**config.mk**
```make
export PLATFORM = sky130hd
export DESIGN_NAME = pc_gen
export DESIGN_NICKNAME = d
export VERILOG_FILES = /design/src/rtl/pc_gen.sv
export SDC_FILE = /design/constraint.sdc
export NUM_CORES = 1
export LEC_CHECK = 0
export BUFFER_PORTS_ARGS = -buffer_cell sky130_fd_sc_hd__buf_4
export CAP_MARGIN = 5
export CORE_MARGIN = 10
export CORE_UTILIZATION = 52
export CTS_CLUSTER_DIAMETER = 120
export DETAILED_ROUTE_END_ITERATION = 6
export GPL_ROUTABILITY_DRIVEN = 0
export PLACE_DENSITY = 0.87
export SYNTH_ARGS = -nofsm -noshare
export SYNTH_HDL_FRONTEND = slang
export SYNTH_SLANG_ARGS = --single-unit
```
**constraint.sdc**
```tcl
create_clock -name clk -period 4.61 [get_ports clk]
set_input_delay 0.922 -clock clk [delete_from_list [all_inputs] [get_ports clk]]
set_output_delay 0.922 -clock clk [all_outputs]
set_load 0.02 [all_outputs]
```
**src/rtl/pc_gen.sv**
```systemverilog
// Program counter generator: owns the PC, picks the next fetch address, handles
// misaligned control-flow targets and pending interrupt redirects, counts retirements.
module pc_gen #(
    parameter int              XLEN         = 32,
    parameter logic [XLEN-1:0] RESET_VECTOR = '0,
    parameter int              IALIGN       = 32,
    parameter bit              TRAP_EN      = 1'b1,
    parameter int              CNT_W        = 32
) (
    input  logic             clk,
    input  logic             rst,
    input  logic             stall,
    input  logic [2:0]       pc_src,
    input  logic [XLEN-1:0]  branch_target,
    input  logic [XLEN-1:0]  jal_target,
    input  logic [XLEN-1:0]  jalr_target,
    input  logic [XLEN-1:0]  epc,
    input  logic [XLEN-1:0]  trap_vec,
    input  logic             irq_req,
    input  logic             fetch_gnt,
    output logic             fetch_req,
    output logic [XLEN-1:0]  pc,
    output logic [XLEN-1:0]  pc_plus4,
    output logic             misaligned_exc,
    output logic [XLEN-1:0]  bad_addr,
    output logic             halted,
    output logic [CNT_W-1:0] instret
);

    typedef enum logic [1:0] {
        ST_BOOT = 2'd0,
        ST_RUN  = 2'd1,
        ST_HALT = 2'd2
    } state_t;

    localparam int              ALIGN_BITS = (IALIGN == 16) ? 1 : 2;
    localparam logic [XLEN-1:0] ALIGN_MASK = ~((XLEN'(1) << ALIGN_BITS) - XLEN'(1));

    state_t           r_state;
    logic [XLEN-1:0]  r_pc;
    logic [XLEN-1:0]  r_bad_addr;
    logic [CNT_W-1:0] r_instret;
    logic             r_mexc;
    logic             r_irq_pend;

    logic [XLEN-1:0]  w_pc_plus4;
    logic [XLEN-1:0]  w_cand;
    logic [XLEN-1:0]  w_trap;
    logic             w_chk;
    logic             w_mis;
    logic             w_advance;
    logic             w_irq;

    assign w_pc_plus4 = r_pc + XLEN'(4);
    assign w_trap     = trap_vec & ALIGN_MASK;

    // Unused encodings fall back to sequential fetch; pc+4 is never alignment-checked.
    always_comb begin
        w_cand = w_pc_plus4;
        w_chk  = 1'b0;
        case (pc_src)
            3'b001: begin w_cand = branch_target;             w_chk = 1'b1; end
            3'b010: begin w_cand = jal_target;                w_chk = 1'b1; end
            3'b011: begin w_cand = jalr_target & ~XLEN'(1);   w_chk = 1'b1; end
            3'b100: begin w_cand = epc;                       w_chk = 1'b1; end
            default: begin w_cand = w_pc_plus4;               w_chk = 1'b0; end
        endcase
    end

    assign w_mis     = w_chk & ((IALIGN == 16) ? w_cand[0] : (w_cand[1:0] != 2'b00));
    assign w_advance = fetch_req & fetch_gnt & ~stall;
    assign w_irq     = r_irq_pend | irq_req;

    always_ff @(posedge clk) begin
        if (rst) begin
            r_state    <= ST_BOOT;
            r_pc       <= RESET_VECTOR;
            r_bad_addr <= '0;
            r_instret  <= '0;
            r_mexc     <= 1'b0;
            r_irq_pend <= 1'b0;
        end else begin
            r_mexc <= 1'b0;
            case (r_state)
                ST_BOOT: begin
                    r_state <= ST_RUN;
                    if (irq_req) r_irq_pend <= 1'b1;
                end
                ST_RUN: begin
                    if (w_advance) begin
                        // Interrupt beats a faulting target; a faulting target never retires.
                        if (w_irq) begin
                            r_pc       <= w_trap;
                            r_irq_pend <= 1'b0;
                            r_instret  <= r_instret + CNT_W'(1);
                        end else if (w_mis) begin
                            r_bad_addr <= w_cand;
                            r_mexc     <= 1'b1;
                            if (TRAP_EN) r_pc    <= w_trap;
                            else         r_state <= ST_HALT;
                        end else begin
                            r_pc      <= w_cand;
                            r_instret <= r_instret + CNT_W'(1);
                        end
                    end else if (irq_req) begin
                        r_irq_pend <= 1'b1;
                    end
                end
                ST_HALT: r_state <= ST_HALT;
                default: r_state <= ST_BOOT;
            endcase
        end
    end

    assign fetch_req      = (r_state == ST_RUN);
    assign halted         = (r_state == ST_HALT);
    assign pc             = r_pc;
    assign pc_plus4       = w_pc_plus4;
    assign misaligned_exc = r_mexc;
    assign bad_addr       = r_bad_addr;
    assign instret        = r_instret;

endmodule

```
Word level (Yosys, flattened, before mapping). Cells that the tools add are included.

Order comparisons: 0. Shift-type cells: 0. Add/subtract/negate cells: 2. Div/mod/pow operators: 0. Bitwise gates (word level): 8. Eq/ne operators: 8. Reduce and logical (&&, ||, !) cells: 9. Multiply operators: 0. Multiplexer cells: 12.

Operators by type and width (number): $mux W32 (4); $pmux W32 S4 (1); $add A32 B1 Y32 const B (1); $add A32 B3 Y32 const B (1); $reduce_or A4 Y1 (2); $eq A3 B2 Y1 const B (2); $pmux W2 S3 (1); $mux W1 (5); $not A1 Y1 (4); $reduce_and A2 Y1 (2); $reduce_and A4 Y1 (1); $reduce_bool A2 Y1 (2); $and A1 B1 Y1 (3); $eq A3 B1 Y1 const B (1); $eq A3 B3 Y1 const B (1); $ne A3 B2 Y1 const B (1); $reduce_and A3 Y1 (1); $eq A2 B1 Y1 const B (1); $eq A2 B2 Y1 const B (1); $logic_not A2 Y1 (1); $ne A2 B1 Y1 const B (1); $pmux W1 S2 (1); $or A1 B1 Y1 (1).

Flip-flop bits (word level): 100. Latch bits: 0. Input bits: 168. Logic and storage cells: 45. Memory bits (writable): 0. Memory bits (read-only): 0. Memories kept: 0. Output and inout port bits: 131.

Longest topological paths before layout. Gate-level depths: netlist of the first run.

Depth after elaboration: 6. Depth in mapped cells: 10. Gate-level depth less buffers: 7.

Least setup slack after synthesis of the first run. OpenSTA, ideal clock, no wires.

Kind: register to output. Start point: register r_pc[2], in the netlist pc[2]. End point: output port pc_plus4[26]. Data required time: 3.688 ns. Path buffers: 0. Stages on the path, launching flop included: 6. Slack: 1.937 ns. Arrival time: 1.751 ns. Cells stage by stage: dfxtp_1 -> ha_1 -> nand2_1 -> nor2_1 -> nand4_1 -> xnor2_1.

Cells in the longest elaborated chain, start to end: 1.

Ends and longest elaborated chain: from (decl) (line 40) `logic [XLEN-1:0] r_pc;`; from (signal assigned) (line 93) `r_pc <= w_trap;`; from (signal assigned) (line 99) `if (TRAP_EN) r_pc <= w_trap;`; from (signal assigned) (line 102) `r_pc <= w_cand;`; $add A32 B3 Y32 (line 54) `assign w_pc_plus4 = r_pc + XLEN'(4);`; to (decl) (line 23) `output logic [XLEN-1:0] pc_plus4,`.

Every way passes these cells.

Worst setup path after layout of the first run.
Start point: input port pc_src[2]. End point: register r_instret[27], in the netlist instret[27].

Cells in the longest elaborated chain, start to end: 6. Elaborated cells on any way between the ends: 11. Classes of those cells: eq/ne (5); mux (2); bitwise (1); reduce/logical (3).

Ends and longest elaborated chain: from (decl) (line 13) `input logic [2:0] pc_src,`; $eq A3 B3 Y1, or another cell as far along (line 61) `case (pc_src)`; $pmux W32 S4 or $reduce_or A4 Y1 (tied branches); $reduce_bool A2 Y1 or $mux W1 (tied branches) (line 70, 61); $and A1 B1 Y1 (*) (line 70) `assign w_mis = w_chk & ((IALIGN == 16) ? w_cand[0] : (w_cand[1:0] != 2'b00));`; $ne A2 B1 Y1 (no line) (*); $reduce_and A3 Y1 (no line) (*); to (signal assigned) (line 95) `r_instret <= r_instret + CNT_W'(1);`; to (signal assigned) (line 103) `r_instret <= r_instret + CNT_W'(1);`; to (decl) (line 42) `logic [CNT_W-1:0] r_instret;`.

Mark *: on every way between the ends. The rest lies on a longest branch, timed or not. A chain may end at the register's enable or synchronous reset.

==> run summary, run 1 <==
cell leakage power: 3.788 nW
DRC viols: 0
final core occ: 73.72%
Worst R2R End: bad_addr[27]$_SDFFE_PP0P_
cell breakdown of the critical path: buf_4 -> nor2b_2 -> a22oi_1 -> o21a_2 -> a21oi_4 -> buf_4 -> o311ai_0 -> o41ai_1
Post-DP Area: 8675 um^2
required time worst endpoint: 4.85 ns
antenna cell count: 0
gr ovfl total: 0
worst slew pin tran: 1.107 ns
routed vias: 7,880
CTS sink cnt: 100
Filler cells: 999
Yosys reg bits: 100
post-route minimum period: 3.517 ns
syn nets: 980
Power Total: 2.179 mW
Post-CTS Setup Inserts: 0
Synth Cell Area: 6540 um^2
largest net degree at the start of global routing: 98
register area: 2002 um^2
initial antenna violation count: 0
Flop pwr share: 41.8%
FF-to-FF path depth: 7
final instance area: 8966 um^2
Cell variety after synth: 81
hpwl dp: 22,260 um
Critical-path top delay cell: nor2b_2
Die Y-Extent: 132.1 um
Setup-failing EPs final: 0
max-cap violation count: 0
Critical Path Max Stage Delay: 0.70 ns
Routed wire per std cell: 23.91 um
Yosys Warn Count: 0
Clock transition at path regs: 0.07 ns
Max VDD drop: 0.1894 mV
drt first-iter violations: 934
Worst Setup EP: instret[27]$_SDFFE_PP0P_
Vias/cell: 6.417
Multi-input gate area: 4120 um^2
Setup crit start: pc_src[2]
clk buf depth: 2
post-layout net count: 1,226
crit start category: primary input
slew margin rel.: 26.22%
Async S/R FF share, synth: 0%
Comb pwr share: 22.8%
hold violation count in the final report: 0
# rows: 40
Syn Area/Cell: 8.074 um^2
register area share after synthesis: 30.61%
H-Tree Depth: 3
Primary FF master, synth: dfxtp_1
pwr dens: 243.0 nW/um^2
IO Pins: 299
vias in the first global route: 7,320
Pins Over Slew Limit: 0
number of synthesized flops with an enable pin: 0
CP endpoint kind: flip-flop
drt total wl: 29,360 um
fmax: 284.4 MHz
unrepaired setup endpoints after global routing: false
Syn Inst Count: 810
P&R area growth vs syn: 37.10%
number of cells on the critical path: 8
clock root buffer: clkbuf_16
number of I/O port buffers: 295
clock buffer count from CTS: 9
setup tns final: 0 ns
GRT Total Usage: 31.21%
Hold WC Path Type: reg2reg
setup slack, reg-to-reg: 2.10 ns
Sw Share: 29.60%
die area: 17,460 um^2
hold buffers post-CTS: 0
NetSw: 0.6449 mW
CTS tree: built
hold_ws: 0.4547 ns
post-synth top area share: 30.61%
Clock power frac: 35.5%
Setup CP Type: in2reg
Top delay family on crit path: compound AO/OA/AOI/OAI gates
Starting Density: 53.78%
Core Box Area: 12,160 um^2
first-pass GRT wire length: 43,770 um
CP Max Fanout: 34
run status: complete, no violations
CP Buf/Inv Count: 2
Pre-antenna DRT Iters: 6
Int Pwr: 1.534 mW
Worst Path Arrival: 3.76 ns
CTS-repair resized insts: 0
Antenna Nets Post-Route: 0
crit share post-route: 76.29%
Die X: 132.1 um
worst r2r src: r_state[0]$_SDFFE_PP0N_
Top cell by count, worst path: buf_4
share of cells above drive strength 1: 35.75%
synth top area cells: dfxtp_1, nor2_1, mux2i_1
clk_skew: 0.006711 ns
post-synth top area cell: dfxtp_1
Clock Latency Late Sink: 0.35 ns
power by group through the flow:
| stage | sequential (mW) | combinational, mW | clock (mW) |
|---|---|---|---|
| global placement | 0.928 | 0.476 | 0 |
| CTS | 0.909 | 0.484 | 0.776 |
| global route | 0.912 | 0.520 | 0.809 |
| floorplan | 0.943 | 0.240 | 0 |
| finish | 0.910 | 0.496 | 0.773 |
| detailed placement | 0.928 | 0.481 | 0 |
flip-flops by register name (all words and copies together) (netlist names):
name	cells
bad_addr	32
misaligned_exc	1
pc	32
r_irq_pend	1
instret	32
r_state	2
layout make-up:
| cell class | instances | share of cell area, % |
|---|---|---|
| Tap cell | 168 | 2.344 |
| Clock buffer | 11 | 2.707 |
| Clock inverter | 4 | 0.5442 |
| Timing Repair Buffer | 307 | 25.70 |
| Sequential cell | 100 | 22.33 |
| Multi-Input combinational cell | 628 | 45.95 |
| Inverter | 10 | 0.4186 |
placed cells by master (no fill, tap or decap), types with 8 or more instances in the layout:
cell type and count:
a2111oi_0 9, a211oi_1 9, a21oi_1 44, a22oi_1 18, and2_1 8, and3_1 15, buf_4 307, clkbuf_16 9
dfxtp_1 100, inv_1 9, mux2_2 10, mux2i_1 23, nand2_1 51, nand3_1 42, nand4_1 21, nor2_1 90
nor3_1 10, nor4_1 9, o21ai_0 32, o22ai_1 18, o311ai_0 21, o41ai_1 22, or2_2 24, xnor2_1 22
cell usage after synthesis, types with 5 or more instances:
cell and number:
a2111oi_0 9, a2111oi_1 7, a211oi_1 9, a21o_1 5, a21oi_1 44, a221oi_1 5
a22oi_1 18, and2_1 8, and3_1 15, buf_2 23, buf_4 6, buf_6 7
clkbuf_1 31, dfxtp_1 100, inv_1 9, mux2_2 10, mux2i_1 23, nand2_1 51
nand2b_1 6, nand3_1 42, nand4_1 21, nor2_1 90, nor2b_1 7, nor3_1 11
nor4_1 9, o211ai_1 5, o21ai_0 32, o22a_1 6, o22ai_1 18, o311ai_0 21
o31ai_1 7, o41ai_1 22, or2_2 24, or3_1 6, or4_1 5, xnor2_1 22
xor2_1 5
how the worst min path moves through the flow:
stage / slack, ns / end / cells after the start / start
detailed placement: 0.45 / r_state[0]$_SDFFE_PP0N_ / 1 / r_state[1]$_SDFFE_PP0N_
global route: 0.47 / bad_addr[26]$_SDFFE_PP0P_ / 2 / bad_addr[26]$_SDFFE_PP0P_
CTS: 0.45 / r_state[0]$_SDFFE_PP0N_ / 1 / r_state[1]$_SDFFE_PP0N_
global placement: 0.42 / r_state[1]$_SDFFE_PP0N_ / 1 / r_state[0]$_SDFFE_PP0N_
floorplan: 0.41 / r_state[1]$_SDFFE_PP0N_ / 1 / r_state[0]$_SDFFE_PP0N_
finish: 0.45 / bad_addr[14]$_SDFFE_PP0P_ / 2 / bad_addr[14]$_SDFFE_PP0P_
per-layer routing:
layer  up-vias  part of all wire [%]  wire, um  GRT usage [%]
li1       3565                     -         -              -
met1      3678                    38     11120          37.00
met2       539                    46     13430          50.25
met3        98                    11      3354          9.604
met4         0                   5.0      1454          14.77
met5         -                     0         0              0
cells by family after synthesis:
logic type | synth area share (%)
and+or+nand+nor | 26.50
AOI/OAI and AO/OA | 26.84
DFF | 30.61
buffers and inverters | 6.466
muxes | 5.586
xor gates and xnor gates | 3.616
adders and majority gates | 0.3826
tightest hold or removal path, cell delays in order (launching register included):
cell     delay [ns]
dfxtp_1        0.31
nand2_1        0.05
a21oi_1        0.05
metrics by stage:
| step | cells | worst slack (ns) |
|---|---|---|
| 2_1_floorplan | 810 | 1.937 |
| 3_3_place_gp | 1213 | 0.9610 |
| 3_5_place_dp | 1213 | 0.9001 |
| 4_1_cts | 1228 | 1.256 |
| 5_1_grt | 1228 | 0.9856 |
| 6_report | 1228 | 1.093 |
Power figures use the tool's default switching activity.
==> run 2, diff against run 1 <==
- ABC_AREA: not set -> 1
- CORE_UTILIZATION: 52 -> 49
- PLACE_DENSITY: 0.87 -> 0.82
- clock period: 4.61 -> 3.5 ns (I/O delays scaled with it)
==> run 2 against run 1 <==
Effect of this change:
- register-to-register slack got worse by 0.71 ns
- critical path depth fell by 1
- area after synthesis rose by 7.0%
- die area rose by 11%
- clock-buffer cell count fell by 2
- global-route usage fell by 2.5 points
- sequential cell count did not move
- largest power group unchanged
- clock skew rose by 0.0023 ns
==> run summary, run 2 <==
Antenna Nets Post-Route: 0
Synth Area in XOR/XNOR: 2.629%
CTS sink cnt: 100
Post-CTS Setup Inserts: 0
crit share post-route: 84.01%
Setup CP Type: reg2out
Hold Path Cell Cnt: 1
number of synthesized flops with an enable pin: 0
Critical Path Max Stage Delay: 0.47 ns
setup ws final: 0.5598 ns
Setup crit start: pc[4]$_SDFFE_PP0P_
hpwl dp: 23,640 um
post-synth top area cell: nand2_1
CTS-repair resized insts: 0
initial antenna violation count: 0
min-delay src: r_state[1]$_SDFFE_PP0N_
Yosys reg bits: 100
Filler cells: 1,358
vias in the first global route: 8,419
setup tns final: 0 ns
drt total wl: 29,560 um
hold violation count in the final report: 0
GRT Total Usage: 28.74%
clk_skew: 0.009053 ns
Die X: 139.5 um
Critical-path top delay cell: dfxtp_1
Routed wire per std cell: 17.13 um
H-Tree Depth: 3
FF-to-FF path depth: 11
Hold WC Path Type: reg2reg
Clock transition at path regs: 0.07 ns
post-synth top area share: 32.09%
Synth Area in Compound Gates: 7.333%
hold buffers post-CTS: 0
CP Buf/Inv Count: 1
adder-cell share of the synthesized area: 0.3577%
most frequent cells in the layout: nand2_1, buf_4, nor2_1
cell breakdown of the critical path: nand2_1 -> nor2_1 -> nand2_1 -> nor2_1 -> nand3_1 -> and2_1 -> buf_4
Max VDD drop: 0.2591 mV
Syn Area/Cell: 5.495 um^2
cell leakage power: 4.790 nW
largest net degree at the start of global routing: 47
register area share after synthesis: 28.62%
fmax: 340.1 MHz
CP endpoint kind: primary output
Primary FF master, synth: dfxtp_1
Worst R2R End: pc[19]$_SDFFE_PP0P_
Pins Over Slew Limit: 0
CTS tree: built
Setup-failing EPs final: 0
max-cap violation count: 0
die area: 19,460 um^2
Worst Path Arrival: 2.24 ns
Synth Area in Simple Gates: 50.74%
syn nets: 1,443
routed vias: 8,967
top-count cell post-synth: nand2_1
Async S/R FF share, synth: 0%
drt first-iter violations: 851
largest family of logic cells by synthesized area: simple AND/OR/NAND/NOR gates
DRC viols: 0
gr ovfl total: 0
post-layout net count: 1,712
pwr dens: 299.4 nW/um^2
# rows: 43
setup slack, reg-to-reg: 1.39 ns
clock buffer count from CTS: 9
Cell variety after synth: 29
commonest non-fill, non-tap cell in the layout: nand2_1
Top delay family on crit path: simple AND/OR/NAND/NOR gates
Worst Hold End: r_state[0]$_SDFFE_PP0N_
Core Box Area: 13,930 um^2
synth top area cells: nand2_1, dfxtp_1, nor2_1
worst slew pin tran: 0.9580 ns
mux contribution to synthesized area: 0%
number of I/O port buffers: 295
post-route minimum period: 2.940 ns
run status: complete, no violations
P&R area growth vs syn: 37.42%
Syn Inst Count: 1,273
share of cells above drive strength 1: 22.19%
worst r2r src: r_state[1]$_SDFFE_PP0N_
Pre-antenna DRT Iters: 6
antenna cell count: 0
clock root buffer: clkbuf_16
Clock Latency Late Sink: 0.36 ns
Synth Cell Area: 6995 um^2
clk buf depth: 2
commonest cells in the netlist: nand2_1, nor2_1, inv_1
required time worst endpoint: 2.80 ns
Vias/cell: 5.195
CP Max Fanout: 7
Die Y-Extent: 139.5 um
Yosys Warn Count: 0
unrepaired setup endpoints after global routing: false
crit start category: flip-flop
Starting Density: 50.20%
DP Worst Slack: 0.7973 ns
slew margin rel.: 36.06%
IO Pins: 299
first-pass GRT wire length: 45,340 um
run 2: cell count changes after synthesis, moves of 18 or more:
cell | before | now
mux2i_1 | 23 | 0
nand3_1 | 42 | 88
o21ai_0 | 32 | 9
inv_1 | 9 | 119
o311ai_0 | 21 | 0
nor2_1 | 90 | 132
or2_2 | 24 | 0
nand2_1 | 51 | 598
a21oi_1 | 44 | 83
a22oi_1 | 18 | 0
o22ai_1 | 18 | 0
o41ai_1 | 22 | 0
run 2: cell type report:
class,instances,area [um^2],share of cell area [%]
Sequential cell,100,2002,20.83
Inverter,128,481.7,5.011
Timing Repair Buffer,308,2312,24.05
Multi-Input combinational cell,995,4279,44.51
Tap cell,180,225.2,2.343
Clock buffer,9,225.2,2.343
Clock inverter,6,87.58,0.9111
run 2: worst max path at each step:
stage | end | depth (start not counted)
floorplan | pc_plus4[25] | 7
global placement | bad_addr[0]$_SDFFE_PP0P_ | 10
detailed placement | bad_addr[0]$_SDFFE_PP0P_ | 10
CTS | pc_plus4[25] | 7
global route | pc_plus4[25] | 7
finish | pc_plus4[25] | 7
run 2: where the power goes:
group,internal [mW],switching (mW)
Sequential,1.16,0.0323
Combinational,0.246,0.346
Clock,0.625,0.470
Total,2.03,0.848
run 2: cells by family after synthesis:
group / after synthesis
AND/OR/NAND/NOR: 871
buffers and inverters: 178
AO/OA/AOI/OAI: 101
flip-flops: 100
XOR/XNOR: 21
adder cells (fa/ha/maj): 2
run 2: per-stage QoR:
step           cell area, um^2  hold WS (ns)  instances  power [mW]  util [%]
5_1_grt                   9613        0.4655       1726       2.969     68.99
3_3_place_gp              9300        0.4144       1711       1.794     66.74
2_1_floorplan             6995        0.4123       1273       1.497         -
3_5_place_dp              9300        0.4229       1711       1.801     66.74
6_report                  9613        0.4432       1726       2.879     68.99
4_1_cts                   9613        0.4498       1726       2.870     68.99
run 2: per-layer routing:
layer	global-route usage, %	routed length [um]	vias to the layer above
li1	-	-	4475
met4	9.885	864	0
met1	33.06	11570	4020
met2	47.94	13860	417
met5	0	0	-
met3	10.58	3266	55
run 2: worst register-to-register path, stage by stage, from the launching register on:
cell     delay [ns]
dfxtp_1        0.32
inv_2          0.08
nand2_1        0.10
nor3_4         0.15
buf_4          0.42
inv_2          0.05
nor2_1         0.11
buf_4          0.23
inv_2          0.21
a21oi_1        0.19
nand2_1        0.12
nand2_1        0.07
==> run 3, diff against run 2 <==
- ABC_AREA: 1 -> 0
- CORE_UTILIZATION: 49 -> 43
- PLACE_DENSITY: 0.82 -> 0.77
- clock period: 3.5 -> 2.5 ns (I/O delays scaled with it)
==> run 3 against run 2 <==
Effect of this change:
- die area grew 5.6%
- via count shrank 12%
- worst setup slack lost 0.51 ns
- first-iteration DRC count shrank 41%
- utilization shrank 5.2 points
- clock-buffer cell count grew 4
- non-clock buffer count grew 46
- critical path type unchanged
- clock power grew 35%
==> run summary, run 3 (synthesis results as in run 1) <==
Max VDD drop: 0.2366 mV
fmax: 408.4 MHz
FF-to-FF path depth: 6
Hold Path Cell Cnt: 3
Setup-failing EPs final: 0
Routed wire per std cell: 22.99 um
drt first-iter violations: 505
crit start category: flip-flop
clk_skew: 0.01013 ns
gr ovfl total: 0
unrepaired setup endpoints after global routing: false
share of cells above drive strength 1: 40.34%
drt total wl: 29,930 um
hpwl dp: 23,260 um
CP Max Fanout: 7
Clock transition at path regs: 0.07 ns
IO Pins: 299
first-pass GRT wire length: 43,760 um
GRT Total Usage: 27.40%
Critical-path top delay cell: dfxtp_2
min-delay src: trap_vec[10]
die area: 20,540 um^2
CP endpoint kind: primary output
commonest non-fill, non-tap cell in the layout: buf_4
max-cap violation count: 0
Worst R2R End: instret[29]$_SDFFE_PP0P_
pwr dens: 433.8 nW/um^2
Starting Density: 43.50%
most frequent cells in the layout: buf_4, dfxtp_1, nor2_1
Critical Path Max Stage Delay: 0.42 ns
# rows: 45
Antenna Nets Post-Route: 0
Setup CP Type: reg2out
Pre-antenna DRT Iters: 5
cell breakdown of the critical path: and4_2 -> nand4_1 -> nor2_1 -> xor2_1 -> buf_4
Worst Path Arrival: 1.95 ns
initial antenna violation count: 6
cell leakage power: 4.135 nW
worst slew pin tran: 0.5713 ns
clock root buffer: clkbuf_16
run status: complete, no violations
required time worst endpoint: 2.00 ns
H-Tree Depth: 3
Core Box Area: 15,030 um^2
slew margin rel.: 60.93%
Pins Over Slew Limit: 0
P&R area growth vs syn: 46.70%
routed vias: 7,869
Die X: 143.3 um
vias in the first global route: 7,641
clock buffer count from CTS: 9
CTS sink cnt: 100
setup slack, reg-to-reg: 0.24 ns
Filler cells: 1,311
post-route minimum period: 2.449 ns
DRC viols: 0
Hold WC Path Type: in2reg
CTS tree: built
hold violation count in the final report: 0
post-layout net count: 1,273
Die Y-Extent: 143.3 um
crit share post-route: 97.95%
largest net degree at the start of global routing: 81
Power Total: 4.162 mW
Clock Latency Late Sink: 0.35 ns
clk buf depth: 2
setup tns final: 0 ns
hold buffers post-CTS: 0
worst r2r src: instret[7]$_SDFFE_PP0P_
number of I/O port buffers: 295
Worst Hold End: pc[10]$_SDFFE_PP0P_
Vias/cell: 6.044
-- run 3: cell types whose count changed in the layout (fill, tap and decap cells not counted), moves of 21 or more --
cell      before  now
a21oi_1       83   44
nor2_1       131   89
o311ai_0       0   21
or2_2          0   24
nand2_1      598   51
o41ai_1        0   22
buf_4        308  345
mux2i_1        0   23
nand3_1       88   42
o21ai_0        9   32
inv_1        119    9
-- run 3: how the worst max path moves through the flow --
stage                             startpoint                  endpoint  slack, ns  cells after the start
after floorplan           pc[2]$_SDFFE_PP0P_       pc[22]$_SDFFE_PP0P_       0.15                      7
after global placement             pc_src[2]  instret[15]$_SDFFE_PP0P_       0.17                      8
after detailed placement           pc_src[0]       pc[29]$_SDFFE_PP0P_       0.10                      8
after CTS                 pc[2]$_SDFFE_PP0P_              pc_plus4[18]      0.002                      6
after global routing      pc[6]$_SDFFE_PP0P_              pc_plus4[12]       0.01                      5
final                     pc[6]$_SDFFE_PP0P_              pc_plus4[13]       0.05                      5
-- run 3: cell type report --
class	instances	area, um^2	share of cell area [%]
clock inverter	3	43.79	0.4564
timing repair buffer	354	2770	28.87
sequential	100	2014	21.00
clock buffer	13	270.3	2.817
multi-input combinational	628	4208	43.86
antenna	6	15.01	0.1565
inverter	10	37.54	0.3912
tap	188	235.2	2.452
-- run 3: where the power goes --
part	internal, mW	total (mW)	switching, mW
Sequential	1.63	1.67	0.0405
Combinational	0.471	1.00	0.532
Clock	0.860	1.49	0.630
-- run 3: per-stage QoR --
stage	instance area, um^2	worst slack (ns)	std cells	hold slack (ns)	utilization [%]
after floorplan	6540	0.1549	810	0.4132	-
after global placement	9143	0.1718	1277	0.4187	60.82
after detailed placement	9143	0.1019	1277	0.4392	60.82
after CTS	9499	0.002188	1294	0.4099	63.19
after global routing	9594	0.01059	1302	0.4235	63.82
final	9594	0.05115	1302	0.4165	63.82
-- run 3: routing by layer --
metal | share of wire [%] | GRT usage (%)
met3 | 9.2 | 6.931
met4 | 6.6 | 19.34
met5 | 0 | 0
met1 | 36 | 29.43
met2 | 48 | 46.30
-- run 3: critical path, delay by kind of cell (launching register included) --
family / cells / cell delay [ns]
simple gates: 3 / 0.77
flops: 1 / 0.42
xor+xnor: 1 / 0.22
buf+inv: 1 / 0.18
-- run 3: repair_timing --
item | in CTS | in global routing
resized for setup | 10 | 14
pin swaps | 2 | 4
buffers inserted | 1 | 2
setup endpoints to repair | 14 | 18
gates cloned | 0 | 0
hold endpoints to repair | 0 | 0
